==> src/rtl/debounce4_pkg.sv <==
// Shared types and constants for the four-channel debouncer.
// Build option: DEBOUNCE4_SYNC_EN adds a two-flop input synchronizer.
package debounce4_pkg;

   typedef enum logic {
      IDLE = 1'b0,
      PEND = 1'b1
   } ch_state_t;

   localparam int NUM_CH = 4;

   function automatic int cnt_width(input int cycles);
      int w;
      for (w = 1; (1 << w) < cycles; w++) begin
      end
      return w;
   endfunction

endpackage

==> src/rtl/debounce_ch.sv <==
// One debounce channel: optional synchronizer, hold counter, FSM, output flops.
// Build option: DEBOUNCE4_SYNC_EN inserts a two-flop synchronizer on din.
module debounce_ch
   import debounce4_pkg::*;
#(
   parameter int DEBOUNCE_CYCLES = 16
) (
   input  logic clk,
   input  logic rst,
   input  logic din,
   output logic dout,
   output logic chg,
   output logic idle
);

   localparam int CW = cnt_width(DEBOUNCE_CYCLES);
   localparam logic [CW-1:0] LAST = CW'(DEBOUNCE_CYCLES - 1);

   ch_state_t     state;
   logic [CW-1:0] cnt;
   logic          smp;

`ifdef DEBOUNCE4_SYNC_EN
   logic sync1;
   logic sync2;

   always_ff @(posedge clk) begin
      if (rst) begin
         sync1 <= 1'b0;
         sync2 <= 1'b0;
      end else begin
         sync1 <= din;
         sync2 <= sync1;
      end
   end

   assign smp = sync2;
`else
   assign smp = din;
`endif

   assign idle = (state == IDLE);

   always_ff @(posedge clk) begin
      if (rst) begin
         state <= IDLE;
         cnt   <= '0;
         dout  <= 1'b0;
         chg   <= 1'b0;
      end else begin
         chg <= 1'b0;
         unique case (state)
            IDLE: begin
               if (smp != dout) begin
                  state <= PEND;
                  cnt   <= CW'(1);
               end
            end
            PEND: begin
               if (smp == dout) begin
                  state <= IDLE;
                  cnt   <= '0;
               end else if (cnt == LAST) begin
                  // Level held long enough: commit it and flag the change.
                  dout  <= smp;
                  chg   <= 1'b1;
                  cnt   <= '0;
                  state <= IDLE;
               end else begin
                  cnt <= cnt + CW'(1);
               end
            end
         endcase
      end
   end

endmodule

==> src/rtl/debounce4.sv <==
// Four independent debounce channels plus a registered all-idle flag.
// Build option: DEBOUNCE4_SYNC_EN adds a two-flop synchronizer per input.
module debounce4
   import debounce4_pkg::*;
#(
   parameter int DEBOUNCE_CYCLES = 16
) (
   input  logic       CLK,
   input  logic       RST,
   input  logic       I0,
   input  logic       I1,
   input  logic       I2,
   input  logic       I3,
   output logic       O0,
   output logic       O1,
   output logic       O2,
   output logic       O3,
   output logic [3:0] CHG,
   output logic       STABLE
);

   logic [NUM_CH-1:0] din;
   logic [NUM_CH-1:0] dout;
   logic [NUM_CH-1:0] idle;

   assign din = {I3, I2, I1, I0};
   assign {O3, O2, O1, O0} = dout;

   for (genvar n = 0; n < NUM_CH; n++) begin : g_ch
      debounce_ch #(
         .DEBOUNCE_CYCLES(DEBOUNCE_CYCLES)
      ) u_ch (
         .clk  (CLK),
         .rst  (RST),
         .din  (din[n]),
         .dout (dout[n]),
         .chg  (CHG[n]),
         .idle (idle[n])
      );
   end

   always_ff @(posedge CLK) begin
      if (RST) begin
         STABLE <= 1'b1;
      end else begin
         STABLE <= &idle;
      end
   end

endmodule

==> config.mk <==
export PLATFORM = sky130hd
export DESIGN_NAME = debounce4
export DESIGN_NICKNAME = d
export VERILOG_FILES = /design/src/rtl/debounce4_pkg.sv /design/src/rtl/debounce_ch.sv /design/src/rtl/debounce4.sv
export SDC_FILE = /design/constraint.sdc
export NUM_CORES = 1
export LEC_CHECK = 0
export ABC_AREA = 1
export BUFFER_PORTS_ARGS = -buffer_cell sky130_fd_sc_hd__buf_4
export CAP_MARGIN = 20
export CORE_MARGIN = 3
export CORE_UTILIZATION = 62
export CTS_CLUSTER_DIAMETER = 80
export DETAILED_ROUTE_END_ITERATION = 10
export PLACE_DENSITY = 0.94
export REMOVE_ABC_BUFFERS = 1
export SETUP_SLACK_MARGIN = 0.3
export SLEW_MARGIN = 20
export SYNTH_ARGS = -nofsm -noshare
export SYNTH_HDL_FRONTEND = slang
export SYNTH_HIERARCHICAL = 1
export SYNTH_SLANG_ARGS = --single-unit
==> constraint.sdc <==
create_clock -name CLK -period 2.25 [get_ports CLK]
set_input_delay 0.1125 -clock CLK [delete_from_list [all_inputs] [get_ports CLK]]
set_output_delay 0.1125 -clock CLK [all_outputs]
set_load 0.02 [all_outputs]
==> results of run 1 <==
-- power breakdown --
group          internal [mW]  switching [mW]
combinational         0.0356          0.0600
sequential             0.526          0.0154
clock                  0.124           0.176
total                  0.686           0.251
-- stage by stage --
stage | cell area, µm² | hold slack [ns]
after floorplan | 1510 | 0.175
after global placement | 1650 | 0.471
after detailed placement | 1650 | 0.477
after CTS | 1700 | 0.114
after global routing | 1700 | 0.122
final | 1700 | 0.137
-- synth_stat cells --
cell type	n
ha_1	4
a21oi_2	8
nand4_1	4
a211oi_1	4
o21ai_1	1
a21oi_1	12
nand2_4	4
dfxtp_1	29
nor2_2	4
nor2_1	16
inv_1	29
nor3_1	4
o21ai_0	4
inv_2	4
nand3_1	20
nand2_2	8
nor4_1	4
nor2_4	4
nand2_1	46
-- critical path, delay by kind of cell, from the launching register on --
kind	cells	cell delay, ns
fa+ha+maj	1	0.22
flops	1	0.40
simple gates	2	0.46
-- metal layers --
metal  GRT usage [%]  share of wire [%]  wire, µm
met1            25.1                 46      1310
met5               0                  0         0
met2            35.6                 48      1360
met3            8.18                3.4        97
met4            10.8                2.2        63
-- area by class of cell --
type | instances | area share [%]
well taps | 28 | 2.06
multi-input cells | 147 | 47.3
clock buffers | 8 | 2.88
flip-flops and latches | 29 | 34.2
inverters | 33 | 7.30
repair buffers | 14 | 6.19
-- flip-flops by register name, indices dropped and copies added (netlist names) --
signal           count
g_ch.u_ch/cnt       16
g_ch.u_ch/chg        4
g_ch.u_ch/dout       4
g_ch.u_ch/state      4
STABLE               1
-- logic make-up (layout without fill, tap and decap cells) --
| kind of cell | Yosys count | count (layout) |
|---|---|---|
| AND/OR/NAND/NOR | 114 | 114 |
| buffers and inverters | 33 | 55 |
| AO/OA/AOI/OAI | 29 | 29 |
| flip-flops | 29 | 29 |
| adder cells (fa/ha/maj) | 4 | 4 |
-- cells in the final DEF, fill, tap and decap left out, drive strengths merged --
master	instances
clkbuf	8
a211oi	4
o21ai	5
nor3	4
buf	14
nand2	58
a21oi	20
inv	33
nand3	20
dfxtp	29
ha	4
nand4	4
nor4	4
nor2	24
-- worst max-delay path by stage --
| stage | from | to | slack, ns | cells past startpoint |
|---|---|---|---|---|
| 6_report | g_ch[1].u_ch/cnt[1]$_SDFFE_PP0P_ | g_ch[1].u_ch/chg$_SDFF_PP0_ | 1.07 | 3 |
| 5_1_grt | g_ch[0].u_ch/cnt[1]$_SDFFE_PP0P_ | g_ch[0].u_ch/dout$_SDFFE_PP0P_ | 0.96 | 6 |
| 4_1_cts | g_ch[2].u_ch/cnt[1]$_SDFFE_PP0P_ | g_ch[2].u_ch/chg$_SDFF_PP0_ | 1.08 | 3 |
| 3_5_place_dp | g_ch[2].u_ch/cnt[1]$_SDFFE_PP0P_ | g_ch[2].u_ch/chg$_SDFF_PP0_ | 1.10 | 3 |
| 3_3_place_gp | g_ch[0].u_ch/cnt[0]$_SDFFE_PP0P_ | g_ch[0].u_ch/dout$_SDFFE_PP0P_ | 1.14 | 6 |
| 2_1_floorplan | g_ch[0].u_ch/dout$_SDFFE_PP0P_ | g_ch[0].u_ch/dout$_SDFFE_PP0P_ | 1.18 | 7 |
==> flow_summary_export.csv, run 1 <==
group,metric,value,unit
sta,max_freq,0.848,GHz
finish,syn_to_final_growth,12.5,%
detailed_routing,routed_via_density,5.17,
synth,ys_seq_area_share,38.5,%
floorplan,fp-row-count,17,
floorplan,coreArea,2250,µm²
setup_path,crit_chain,"ha_1 -> nand3_1 -> nor4_1",
clocking,path_clk_slew,0.09,ns
sta,fin_ws,1.07,ns
clocking,insertion_delay,0.33,ns
clocking,cts.sinks,29,
power_and_ir_drop,ir_drop,0.000546,V
synth,synth_seq_cells,29,
sta,period_share,52.4,%
placed_design,place.gp.congestion,0.824,
finish,nNetsFinal,240,
synth,synth-simple-area-share,37.7,%
setup_path,cp-start-kind,"register",
floorplan,ios,15,
worst_hold_path,hold_start,"I3",
clocking,cts_tree,"yes",
power_and_ir_drop,power_density,552,nW/µm²
synth,synth.cell_area,1510,µm²
setup_path,cp.required,2.47,ns
setup_path,path_max_fanout,4,
sta,hold_viol_final,0,
worst_hold_path,whs_endpoint,"g_ch[3].u_ch/chg$_SDFF_PP0_",
detailed_routing,vias,1338,
detailed_routing,dr.pass1.iters,4,
global_route,grt_pass1_vias,1332,
finish,drive_gt1_share,22.1,%
setup_path,endpoint_kind,"register",
detailed_routing,drc,0,
synth,synth_xor_area_share,0,%
clocking,post_cts_resized,0,
sta,final.setup.tns,0,ns
synth,ys_warn_count,6,
clocking,cts_inserted_buffers,5,
global_route,antenna_found_initial,0,
run,cap_violations,0,
finish,multiInputGateArea,803,µm²
setup_path,r2r_start,"g_ch[1].u_ch/cnt[1]$_SDFFE_PP0P_",
global_route,grt_pass1_wl,5360,µm
sta,fin_crit,1.18,ns
detailed_routing,final_antenna_net_count,0,
global_route,grt_max_degree,26,
placed_design,dp_cells,251,
placed_design,hpwl,2090,µm
synth,yosys.area.top_type,"dfxtp_1",
clocking,cts_root_buffer,"clkbuf_4",
run_status,status,"completed",
power_and_ir_drop,p_total,0.937,mW
global_route,gr-total-overflow,0,
global_route,grt.total_usage,21.9,%
finish,layout.cells.non_filler,259,
sta,finalSetupViolCount,0,
setup_path,setup.worst_path.class,"register to register",
setup_path,critPathMaxStageDelay,0.40,ns
sta,maxSlewHeadroom,80.5,%
finish,nFillCells,182,
setup_path,arrival,1.40,ns
sta,clock_skew,0.00395,ns
synth,syn_avg_cell_area,7.21,µm²
sta,maxSlewViolCount,0,
synth,synth_top_area_share,38.5,%
synth,netlist_instances,209,
clocking,clk_path_buf_depth,2,
detailed_routing,drt_iter0_drc,44,
synth,synthMuxAreaShare,0,%
setup_path,rrSetupSlack,1.07,ns
finish,seq_area,581,µm²
detailed_routing,wl_per_cell,10.9,µm
setup_path,reg2reg_depth,3,
finish,n_antenna_cell,0,
sta,grt_setup_unrepaired,"false",
synth,synth_compound_area_share,12.3,%
worst_hold_path,hold_depth,4,
synth,synth_top_family_by_area,"simple AND/OR/NAND/NOR gates",
floorplan,start_util,66.9,%
clocking,cts_setup_buffers,0,
power_and_ir_drop,leakage,0.732,nW
floorplan,die_h,55.3,µm
floorplan,die_area,3060,µm²
setup_path,r2r-end,"g_ch[1].u_ch/chg$_SDFF_PP0_",
finish,utilization,75.2,%
detailed_routing,wl,2820,µm
floorplan,fp.dieW,55.3,µm
worst_hold_path,min_path_type,"input port to register",
sta,worst_pin_slew,0.290,ns
synth,synth.area.top_cells,"dfxtp_1 39%, nand2_1 11%, inv_1 7.2%",
placed_design,port_buffers,14,
synth,synthDistinctLibCells,19,
setup_path,slowest_stage,"dfxtp_1",
clocking,cts_hold_buffers,0,
clocking,cts_max_level,2,
synth,synth_fa_ha_area_share,3.32,%
placed_design,dp_slack,1.10,ns
Note: power is estimated with default switching activity, not from simulation.
==> run 2, diff against run 1 <==
--- a/config.mk
+++ b/config.mk
@@ -9,10 +9,10 @@
 export BUFFER_PORTS_ARGS = -buffer_cell sky130_fd_sc_hd__buf_4
 export CAP_MARGIN = 20
 export CORE_MARGIN = 3
-export CORE_UTILIZATION = 62
+export CORE_UTILIZATION = 57
 export CTS_CLUSTER_DIAMETER = 80
 export DETAILED_ROUTE_END_ITERATION = 10
-export PLACE_DENSITY = 0.94
+export PLACE_DENSITY = 0.88
 export REMOVE_ABC_BUFFERS = 1
 export SETUP_SLACK_MARGIN = 0.3
 export SLEW_MARGIN = 20
==> constraint.sdc (replaced) <==
create_clock -name CLK -period 1.1 [get_ports CLK]
set_input_delay 0.055 -clock CLK [delete_from_list [all_inputs] [get_ports CLK]]
set_output_delay 0.055 -clock CLK [all_outputs]
set_load 0.02 [all_outputs]
==> run 2 against run 1 <==
The run now ends with negative setup slack left. Register-to-register slack lost 1.1 ns. Wire length is 83% higher. Total power rose by 140%. Combinational power rose to 3.4 times the previous value. Global-route usage is 5.1 points higher. Critical path depth rose by 4. Via count up 27%. Utilization is 16 points higher. Count of clock-buffer cells in the layout is 1 lower. Sequential share of layout area is 6.2 points lower. Critical path type unchanged. Largest cell class unchanged.
==> flow_summary_export.csv, run 2 (synthesized netlist as in run 1, its figures left out) <==
group,metric,value,unit
sta,finalSetupViolCount,2,
floorplan,coreArea,2500,µm²
sta,maxSlewViolCount,0,
setup_path,cp.required,1.37,ns
sta,hold_viol_final,0,
sta,fin_crit,1.14,ns
clocking,cts_hold_buffers,0,
clocking,cts.sinks,29,
clocking,cts_max_level,2,
setup_path,setup.worst_path.class,"register to register",
clocking,cts_root_buffer,"clkbuf_4",
sta,fin_ws,-0.0365,ns
run,cap_violations,0,
clocking,cts_inserted_buffers,5,
power_and_ir_drop,ir_drop,0.000973,V
global_route,grt_pass1_wl,6900,µm
detailed_routing,drt_iter0_drc,138,
run_status,violations,"negative setup slack",
floorplan,die_h,57.4,µm
finish,regMostFlops,"g_ch.u_ch/cnt",
setup_path,arrival,1.41,ns
sta,maxSlewHeadroom,79.3,%
floorplan,die_area,3300,µm²
finish,n_antenna_cell,0,
detailed_routing,wl,5170,µm
worst_hold_path,min_path_type,"input port to register",
finish,nNetsFinal,258,
placed_design,placed_area,1720,µm²
global_route,gr-total-overflow,0,
placed_design,port_buffers,14,
placed_design,hpwl,2210,µm
finish,design_area,2270,µm²
setup_path,cp-start-kind,"register",
clocking,path_clk_slew,0.11,ns
sta,grt_setup_unrepaired,"true",
finish,largest_reg_flops,16,
finish,multiInputGateArea,1090,µm²
detailed_routing,wl_per_cell,18.5,µm
global_route,grt.total_usage,27.0,%
clocking,cts_tree,"yes",
floorplan,fp-row-count,18,
global_route,antenna_found_initial,0,
setup_path,path_max_fanout,3,
detailed_routing,final_antenna_net_count,0,
sta,max_freq,0.880,GHz
power_and_ir_drop,p_total,2.20,mW
clocking,clk_path_buf_depth,2,
sta,clock_skew,0.0179,ns
finish,final_cell_mix,"28 x nand2_1, 22 x inv_1, 18 x nand2_2, 17 x buf_6",
detailed_routing,routed_via_density,6.08,
sta,worst_pin_slew,0.310,ns
floorplan,ios,15,
floorplan,fp.dieW,57.4,µm
run_status,status,"finished, violations left",
detailed_routing,drc,0,
global_route,grt_pass1_vias,1550,
power_and_ir_drop,power_density,970,nW/µm²
floorplan,start_util,60.3,%
finish,seq_area,637,µm²
setup_path,endpoint_kind,"register",
global_route,grt_max_degree,26,
finish,syn_to_final_growth,50.6,%
clocking,insertion_delay,0.34,ns
detailed_routing,dr.pass1.iters,5,
finish,final_common_cell,"nand2_1",
finish,nFillCells,94,
finish,drive_gt1_share,59.8,%
power_and_ir_drop,leakage,0.891,nW
detailed_routing,vias,1697,
sta,period_share,103,%
placed_design,place.gp.congestion,0.781,
==> run 2: critical path: stages, from the launching register on <==
cell	delay [ns]
dfxtp_2	0.36
buf_4	0.13
nand3_1	0.10
nand2_1	0.10
nand2_1	0.08
nor2_2	0.12
nor2_1	0.06
nor2_1	0.12
==> run 2: timing repair <==
action,in CTS,in global routing
setup endpoints to repair,38,38
resized for setup,81,47
buffers inserted,5,4
pin swaps,33,23
==> run 2: path summary, 6_finish.rpt <==
kind                                            to  slack, ns                              from  cells past startpoint
setup / recovery  g_ch[3].u_ch/cnt[3]$_SDFFE_PP0P_      -0.04  g_ch[3].u_ch/cnt[0]$_SDFFE_PP0P_                      7
hold / removal         g_ch[1].u_ch/chg$_SDFF_PP0_       0.07                                I1                      4
setup reg to reg  g_ch[3].u_ch/cnt[3]$_SDFFE_PP0P_      -0.04  g_ch[3].u_ch/cnt[0]$_SDFFE_PP0P_                      7
hold reg to reg        g_ch[1].u_ch/chg$_SDFF_PP0_       0.53  g_ch[1].u_ch/cnt[3]$_SDFFE_PP0P_                      2
==> run 2: area by class of cell <==
type                    instances  area share [%]
clock buffers                   7            2.87
flip-flops and latches         29            28.0
inverters                      33            5.90
multi-input cells             147            47.9
well taps                      30            1.65
clock inverters                 1           0.220
repair buffers                 32            13.4
==> run 2: where the power goes <==
part           switching [mW]  total (mW)  internal, mW
Sequential             0.0409        1.10          1.06
Combinational           0.197       0.328         0.131
Clock                   0.400       0.770         0.370
Total                   0.638        2.20          1.56
==> run 2: metrics by stage <==
| stage | worst slack, ns | setup TNS [ns] | std cells | utilization (%) | hold slack (ns) |
|---|---|---|---|---|---|
| global route | -0.0626 | -0.258 | 279 | 90.8 | 0.0712 |
| floorplan | 0.0339 | 0 | 209 | - | 0.117 |
| global placement | 0.0348 | 0 | 262 | 68.7 | 0.416 |
| finish | -0.0365 | -0.0572 | 279 | 90.8 | 0.0747 |
| detailed placement | -0.0208 | -0.0512 | 262 | 68.7 | 0.420 |
| CTS | 0.0546 | 0 | 275 | 83.5 | 0.0440 |
==> run 2: per-layer routing <==
layer	wire length (µm)	up-vias	GRT usage [%]
met5	0	-	0
met4	261	0	11.3
met3	383	33	7.69
met2	2620	115	48.1
met1	1910	790	29.8
li1	-	759	-
